--- config.mk ---
export PLATFORM = sky130hd
export DESIGN_NAME = pid_spd_ctrl
export DESIGN_NICKNAME = d
export VERILOG_FILES = /design/src/rtl/pid_spd_ctrl.sv
export SDC_FILE = /design/constraint.sdc
export NUM_CORES = 1
export LEC_CHECK = 0
export BUFFER_PORTS_ARGS = -buffer_cell sky130_fd_sc_hd__buf_2
export CAP_MARGIN = 20
export CELL_PAD_IN_SITES_DETAIL_PLACEMENT = 0
export CELL_PAD_IN_SITES_GLOBAL_PLACEMENT = 1
export CORE_ASPECT_RATIO = 0.5
export CORE_MARGIN = 1
export CORE_UTILIZATION = 30
export DETAILED_ROUTE_END_ITERATION = 7
export PLACE_DENSITY = 0.58
export SYNTH_ARGS = -nofsm -noshare
export SYNTH_HDL_FRONTEND = slang
export SYNTH_SLANG_ARGS = --single-unit
--- constraint.sdc ---
create_clock -name clk -period 4.24 [get_ports clk]
set_input_delay 0 -clock clk [delete_from_list [all_inputs] [get_ports clk]]
set_output_delay 0 -clock clk [all_outputs]
set_load 0.005 [all_outputs]
--- src/rtl/pid_spd_ctrl.sv ---
// pid_spd_ctrl: P+I+D heading correction around a forward speed command.
// Optional derivative path is built only when PID_DTERM_EN is defined.
module pid_spd_ctrl #(
  parameter int unsigned P_COEFF = 5,
  parameter int unsigned D_COEFF = 6
) (
  input  logic               clk,
  input  logic               rst,
  input  logic               moving,
  input  logic               err_vld,
  input  logic signed [11:0] error,
  input  logic        [9:0]  frwrd,
  output logic signed [10:0] lft_spd,
  output logic signed [10:0] rght_spd
);

  localparam logic signed [13:0] PK = 14'(P_COEFF);

  logic signed [9:0]  err_sat;
  logic signed [13:0] es14;
  logic signed [13:0] p_next;
  logic signed [13:0] p_term;
  logic signed [14:0] integ;
  logic signed [14:0] integ_sum;
  logic               integ_ovf;
  logic signed [12:0] d_term;
  logic signed [8:0]  i_term;
  logic signed [14:0] pid;
  logic signed [11:0] corr;
  logic signed [12:0] fw13;
  logic signed [12:0] lsum;
  logic signed [12:0] rsum;
  logic               sample;
  logic               unused_ok;

  function automatic logic signed [10:0] sat11(
    input logic signed [12:0] s
  );
    if (s > 13'sd1023)
      return 11'sd1023;
    else if (s < -13'sd1024)
      return 11'h400;
    else
      return s[10:0];
  endfunction

  // clamp the raw error into the 10-bit working range
  always_comb begin
    if (error > 12'sd511)
      err_sat = 10'sd511;
    else if (error < -12'sd512)
      err_sat = 10'h200;
    else
      err_sat = error[9:0];
  end

  assign sample    = err_vld & moving;
  assign es14      = 14'(err_sat);
  assign p_next    = es14 * PK;
  assign integ_sum = integ + 15'(err_sat);
  assign integ_ovf = (integ[14] == err_sat[9]) &&
                     (integ_sum[14] != integ[14]);

  // stage 1: proportional term and saturating integrator
  always_ff @(posedge clk or posedge rst) begin
    if (rst) begin
      p_term <= '0;
      integ  <= '0;
    end else if (!moving) begin
      p_term <= '0;
      integ  <= '0;
    end else if (err_vld) begin
      p_term <= p_next;
      if (!integ_ovf)
        integ <= integ_sum;
    end
  end

`ifdef PID_DTERM_EN
  localparam logic signed [12:0] DK = 13'(D_COEFF);

  logic signed [9:0]  prev_err;
  logic signed [10:0] d_raw;
  logic signed [6:0]  d_diff;
  logic signed [12:0] d_next;

  assign d_raw = 11'(err_sat) - 11'(prev_err);

  // clamp the sample-to-sample difference to 7 bits
  always_comb begin
    if (d_raw > 11'sd63)
      d_diff = 7'sd63;
    else if (d_raw < -11'sd64)
      d_diff = 7'h40;
    else
      d_diff = d_raw[6:0];
  end

  assign d_next = 13'(d_diff) * DK;

  // stage 1: derivative term and previous-sample memory
  always_ff @(posedge clk or posedge rst) begin
    if (rst) begin
      d_term   <= '0;
      prev_err <= '0;
    end else if (!moving) begin
      d_term   <= '0;
      prev_err <= '0;
    end else if (sample) begin
      d_term   <= d_next;
      prev_err <= err_sat;
    end
  end

  assign unused_ok = ^pid[2:0];
`else
  assign d_term    = '0;
  assign unused_ok = ^{pid[2:0], sample, 5'(D_COEFF)};
`endif

  assign i_term = integ[14:6];
  assign pid    = 15'(p_term) + 15'(i_term) + 15'(d_term);
  assign corr   = pid[14:3];
  assign fw13   = {3'b000, frwrd};
  assign lsum   = fw13 + 13'(corr);
  assign rsum   = fw13 - 13'(corr);

  // stage 2: mix correction around forward speed and clamp
  always_ff @(posedge clk or posedge rst) begin
    if (rst) begin
      lft_spd  <= '0;
      rght_spd <= '0;
    end else if (!moving) begin
      lft_spd  <= '0;
      rght_spd <= '0;
    end else begin
      lft_spd  <= sat11(lsum);
      rght_spd <= sat11(rsum);
    end
  end

endmodule

# Yosys cells after proc, flatten, opt, wreduce, memory -nomap -nowiden
# Index checks and enable logic that the tools add are counted.
dict set report totals {
  elab_cells 34
  reg_bits 51
  out_inout_bits 22
}
dict set report classes {
  n_eq_ne 4
  reduce_logical 2
  order_cmp 6
  multipliers 1
  mux 13
  addsub 4
}
# cell count
set op_table {}
lappend op_table {{two-way mux 11 bit} 6}
lappend op_table {{two-way mux 15 bit} 3}
lappend op_table {{two-way mux 14 bit} 2}
lappend op_table {{> comparator 13 x 11 -> 1 bit (second input constant)} 2}
lappend op_table {{< comparator 13 x 11 -> 1 bit (second input constant)} 2}
lappend op_table {{two-way mux 10 bit} 2}
lappend op_table {{adder 14 x 9 -> 15 bit} 1}
lappend op_table {{adder 15 x 10 -> 15 bit} 1}
lappend op_table {{multiplier 10 x 4 -> 14 bit (second input constant)} 1}
lappend op_table {{adder 11 x 12 -> 13 bit} 1}
lappend op_table {{subtractor 11 x 12 -> 13 bit} 1}
lappend op_table {{> comparator 12 x 10 -> 1 bit (second input constant)} 1}
lappend op_table {{< comparator 12 x 10 -> 1 bit (second input constant)} 1}
lappend op_table {{!= test 2 x 1 -> 1 bit (second input constant)} 1}
lappend op_table {{!= test 2 bit (second input constant)} 1}
lappend op_table {{AND reduction 2 bit} 1}
lappend op_table {{equality test 1 bit} 1}
lappend op_table {{logical AND 1 bit} 1}
lappend op_table {{!= test 1 bit} 1}

# Longest topological paths before layout
dict set report logic_depth {
  word_depth 9
  depth_mapped 18
  ltp_nobuf 18
}

# Worst setup path before layout
# No wires, ideal clock.
dict set report synth_path {
  kind {flip-flop to flip-flop}
  startpoint {register integ[10]}
  endpoint {register rght_spd[0]}
  required_ps 4162
  stages_incl_launch_ff 18
  path_slack_ps 550
  arrival_ps 3612
  cell_sequence {dfrtp_1 > ha_1 > a21o_1 > a21oi_1 > nand2b_1 > a21oi_1 > nor2b_1 > nor2_1 > nor2b_1 > o31a_1 > ha_1 > a21oi_1 > o21ai_0 > o41a_1 > or4_4 > a21oi_4 > nor2_1 > a21oi_1}
}
dict set report synth_via {
  elab_chain_cells 6
  elab_cells_between_ends 7
  classes_between {add/sub (2); order compare (2); mux (3)}
}
# element line_no
set synth_rtl {}
lappend synth_rtl {{start: declaration} 23} ;# logic signed [14:0] integ;
lappend synth_rtl {{start signal: assignment} 75} ;# integ <= integ_sum;
lappend synth_rtl {{adder 14 x 9 -> 15 bit *} 122} ;# assign pid = 15'(p_term) + 15'(i_term) + 15'(d_term);
lappend synth_rtl {{subtractor 11 x 12 -> 13 bit *} 126} ;# assign rsum = fw13 - 13'(corr);
lappend synth_rtl {{< comparator 13 x 11 -> 1 bit} 41} ;# else if (s < -13'sd1024)
lappend synth_rtl {{two-way mux 11 bit} 41}
lappend synth_rtl {{two-way mux 11 bit *} 39} ;# if (s > 13'sd1023)
lappend synth_rtl {{two-way mux 11 bit *} 133} ;# end else if (!moving) begin
lappend synth_rtl {{end signal: assignment} 138} ;# rght_spd <= sat11(rsum);
lappend synth_rtl {{end: declaration} 14} ;# output logic signed [10:0] rght_spd
# Mark *: on every way between the ends. The rest lies on a longest branch, timed or not.
# A chain may end at the register's enable or synchronous reset.

# Worst setup path in the final report
dict set report layout_path {
  startpoint {register integ[8]}
  endpoint {register lft_spd[9]}
}
dict set report layout_via {
  elab_chain_cells 6
  elab_cells_between_ends 7
  classes_between {add/sub (2); order compare (2); mux (3)}
}
# element line_no
set layout_rtl {}
lappend layout_rtl {{adder 14 x 9 -> 15 bit *} 122}
lappend layout_rtl {{adder 11 x 12 -> 13 bit *} 125} ;# assign lsum = fw13 + 13'(corr);
lappend layout_rtl {{< comparator 13 x 11 -> 1 bit} 41}
lappend layout_rtl {{two-way mux 11 bit} 41}
lappend layout_rtl {{two-way mux 11 bit *} 39}
lappend layout_rtl {{two-way mux 11 bit *} 133}
lappend layout_rtl {{end signal: assignment} 137} ;# lft_spd <= sat11(lsum);
lappend layout_rtl {{end: declaration} 13} ;# output logic signed [10:0] lft_spd,
# Marks and branches as above.

==> results.md <==
- Status: finished, final reports clean
- Yosys cell types: 65
- DIE AREA: ~16000 um2
- Worst setup EP type: register
- CP max stage delay: slightly above 400 ps
- H-tree depth: 2
- Final worst path period share: between 90% and 100%
- Ys async rst share: 100%
- Clk_lat worst skew: roughly 300 ps
- RSZ-0062 raised after global routing: yes
- Setup crit start kind: register
- Area Overhead vs Synth: 15.1%
- Final clock skew: ~9 ps
- CP delay by family, top: compound AO/OA/AOI/OAI gates
- Number of buffers created by CTS: 5
- Most frequent cells in the layout: 76 x nor2_1, 67 x ha_1, 51 x dfrtp_1
- Synth Net Count: around 650
- Maximum capacitance violations: 0
- Final global-route overflow total: 0
- Share of layout cells above drive strength 1: 15.0%
- Commonest non-fill, non-tap cell in the layout: nor2_1
- WL per Instance: between 15 and 20 um
- Largest net degree at the start of global routing: between 50 and 60
- Layout net count: roughly 700
- Met3 WL post-DR: about 460 um
- Vias: about 3900
- DRT Wirelength: 12100 um
- 1st-pass router iterations: 7
- Met1 WL: roughly 6600 um
- Global-route wire length before repair: between 15000 and 20000 um
- Pre-CTS WS: ~130 ps
- Initial antenna violation count: 0
- Core Rows: 31
- Crit-path slowest cell: dfrtp_1
- Crit path max fanout: 8
- Post-synthesis sequential area ratio: between 20% and 30%
- CTS tree: yes
- Cell area after synthesis: 4720 um2
- Max Slew Vio Count: 0
- Root buffer cell: clkbuf_16
- Boundary pin count: 48
- Design Area, Final: about 5400 um2
- Fmax: about 0.25 GHz
- DR WL met2: ~5000 um
- Reg clk slew, reported paths: around 80 ps
- WHS: 128 ps
- Post-DP HPWL: between 9000 and 10000 um
- CP cell instances: ha_1, a21oi_2, nand2_1, a21oi_1, nor2b_1, nor2_1, xnor2_1, ha_1, nand2b_1, a21oi_1, o41a_1, o31a_1, and4bb_1, o211ai_1, o31ai_2, buf_4, a31o_1
- Vias in the first global route: 3755
- Worst endpoint required time: around 4400 ps
- Overall Power: 2.64 mW
- Detail-routed via count per cell: a little under 5
- Finish-stage setup viols: 0
- Core area: 14900 um2
- Most used flip-flop cell after synthesis: dfrtp_1
- Post-Synthesis Cells: 552
- Final hold viol count: 0
- Initial Utilization: a little under a third
- Cell Pwr Density: 485 nW/um2
- Top Metal Used: met4
- Final worst setup slack: roughly 260 ps
- EDFF count, synth: 0
- Max-slew headroom: a little over half
- Yosys warns: 0
- Clk sinks: 51
- DRC viols: 0
- Worst Tran Pin Value: roughly 700 ps
- Buffers on Ports: 47
- HP Class: input pin to register
- LEAKAGE: 2.66 nW
- Post-DRT Antenna Nets: 0
- # Post-CTS Setup Buffers: 0
- GRT Overall Usage: 15.3%
- Clock Path Buffers: 2
- Placed Instance Area: about 5200 um2
- Die H: about 91 um
- CP Buf/Inv Count: 1
- Die width: about 180 um
- Initial DRC Count: 179
- Setup CP Type: register to register
- Final min period: roughly 4000 ps
- CP Data Arrival Time: 4160 ps
- Finished Core Util: a little over a third
- Routability cong.: between 0.8 and 0.9
- Max rail drop VDD: approximately 170 uV
- Syn Area/Cell: 8.55 um2
- Number of synthesized register bits: 51
- Antenna diode count: 0
==> per-stage QoR <==
stage                     cells  setup TNS (ps)
after floorplan             552               0
after global placement      789               0
after detailed placement    789               0
after CTS                   798               0
after global routing        798           -17.1
final                       798               0
==> Yosys cell counts (all sizes together), types with 3 or more instances <==
library cell  instances  share of area [%]
a211oi                5               0.80
a21boi                4               0.64
a21o                 15                2.4
a21oi                43                4.8
a31oi                 3               0.53
and3                  3               0.40
buf                   9               0.90
clkbuf                9               0.72
dfrtp                51                 27
fa                    4                1.7
ha                   69                 18
inv                  35                2.8
mux2i                 9                1.9
nand2                31                2.5
nand2b               11                1.5
nand3                18                1.9
nor2                 76                6.0
nor2b                11                1.5
nor3                  6               0.64
o211ai                5               0.90
o21a                  5               0.80
o21ai                34                3.7
o21bai                3               0.48
o311a                 4               0.85
o31a                  3               0.56
o31ai                12                2.3
o41ai                 3               0.56
or2                   4               0.53
xnor2                26                4.8
xor2                 10                1.9
==> metal layers <==
layer	global-route usage (%)	up-vias
met5	0	-
met4	2.37	0
met3	2.70	7
met2	23.9	82
met1	22.2	1783
li1	-	2047
==> where the power goes <==
group / internal [mW] / total (mW) / leakage (nW) / switching (mW)
logic: 0.641 / 1.47 / 1.92 / 0.833
registers: 0.616 / 0.668 / 0.662 / 0.0520
clock network: 0.295 / 0.496 / 0.0868 / 0.201
total: 1.55 / 2.64 / 2.66 / 1.09
==> logic make-up (layout without fill, tap and decap cells) <==
logic type / count (synthesis) / after routing / share of synthesized area, %
AOI/OAI and AO/OA: 154 / 154 / 22.4
xor gates and xnor gates: 36 / 36 / 6.68
adders and majority gates: 73 / 73 / 20.0
buffers and inverters: 53 / 101 / 4.40
DFF: 51 / 51 / 27.0
muxes: 9 / 9 / 1.91
and+or+nand+nor: 176 / 176 / 17.6
==> tightest hold or removal path: stages <==
cell and delay, ps:
buf_2 110, inv_1 70, ha_1 140, a21boi_1 60
==> final timing paths <==
path	from	to	slack, ps	cells after the start
min in group asynchronous	rst	integ[9]$_DFFE_PP0P_	440	4
setup / recovery	integ[8]$_DFFE_PP0P_	lft_spd[9]$_DFF_PP0_	260	17
hold / removal	frwrd[0]	lft_spd[0]$_DFF_PP0_	130	4
hold reg to reg	integ[5]$_DFFE_PP0P_	integ[5]$_DFFE_PP0P_	520	2
setup reg to reg	integ[8]$_DFFE_PP0P_	lft_spd[9]$_DFF_PP0_	260	17
max in group asynchronous	rst	p_term[10]$_DFFE_PP0P_	3340	4
==> registers in the layout (all words and copies together), names as in the netlist <==
register  flops
integ        15
rght_spd     11
p_term       14
lft_spd      11
==> layout make-up <==
type / count / area (um2)
flip-flops and latches: 51 / 1280
inverters: 35 / 131
repair buffers: 58 / 320
fillers: 1587 / 9460
well taps: 198 / 248
multi-input cells: 448 / 3290
clock inverters: 2 / 35.0
clock buffers: 6 / 139
==> repair_timing <==
action                     4_1_cts  5_1_grt
hold endpoints to repair        51        0
gates resized for setup          0       14
setup endpoints to repair        0       20
hold buffers                     1        0
No activity file was read; power rests on OpenSTA's default activity.
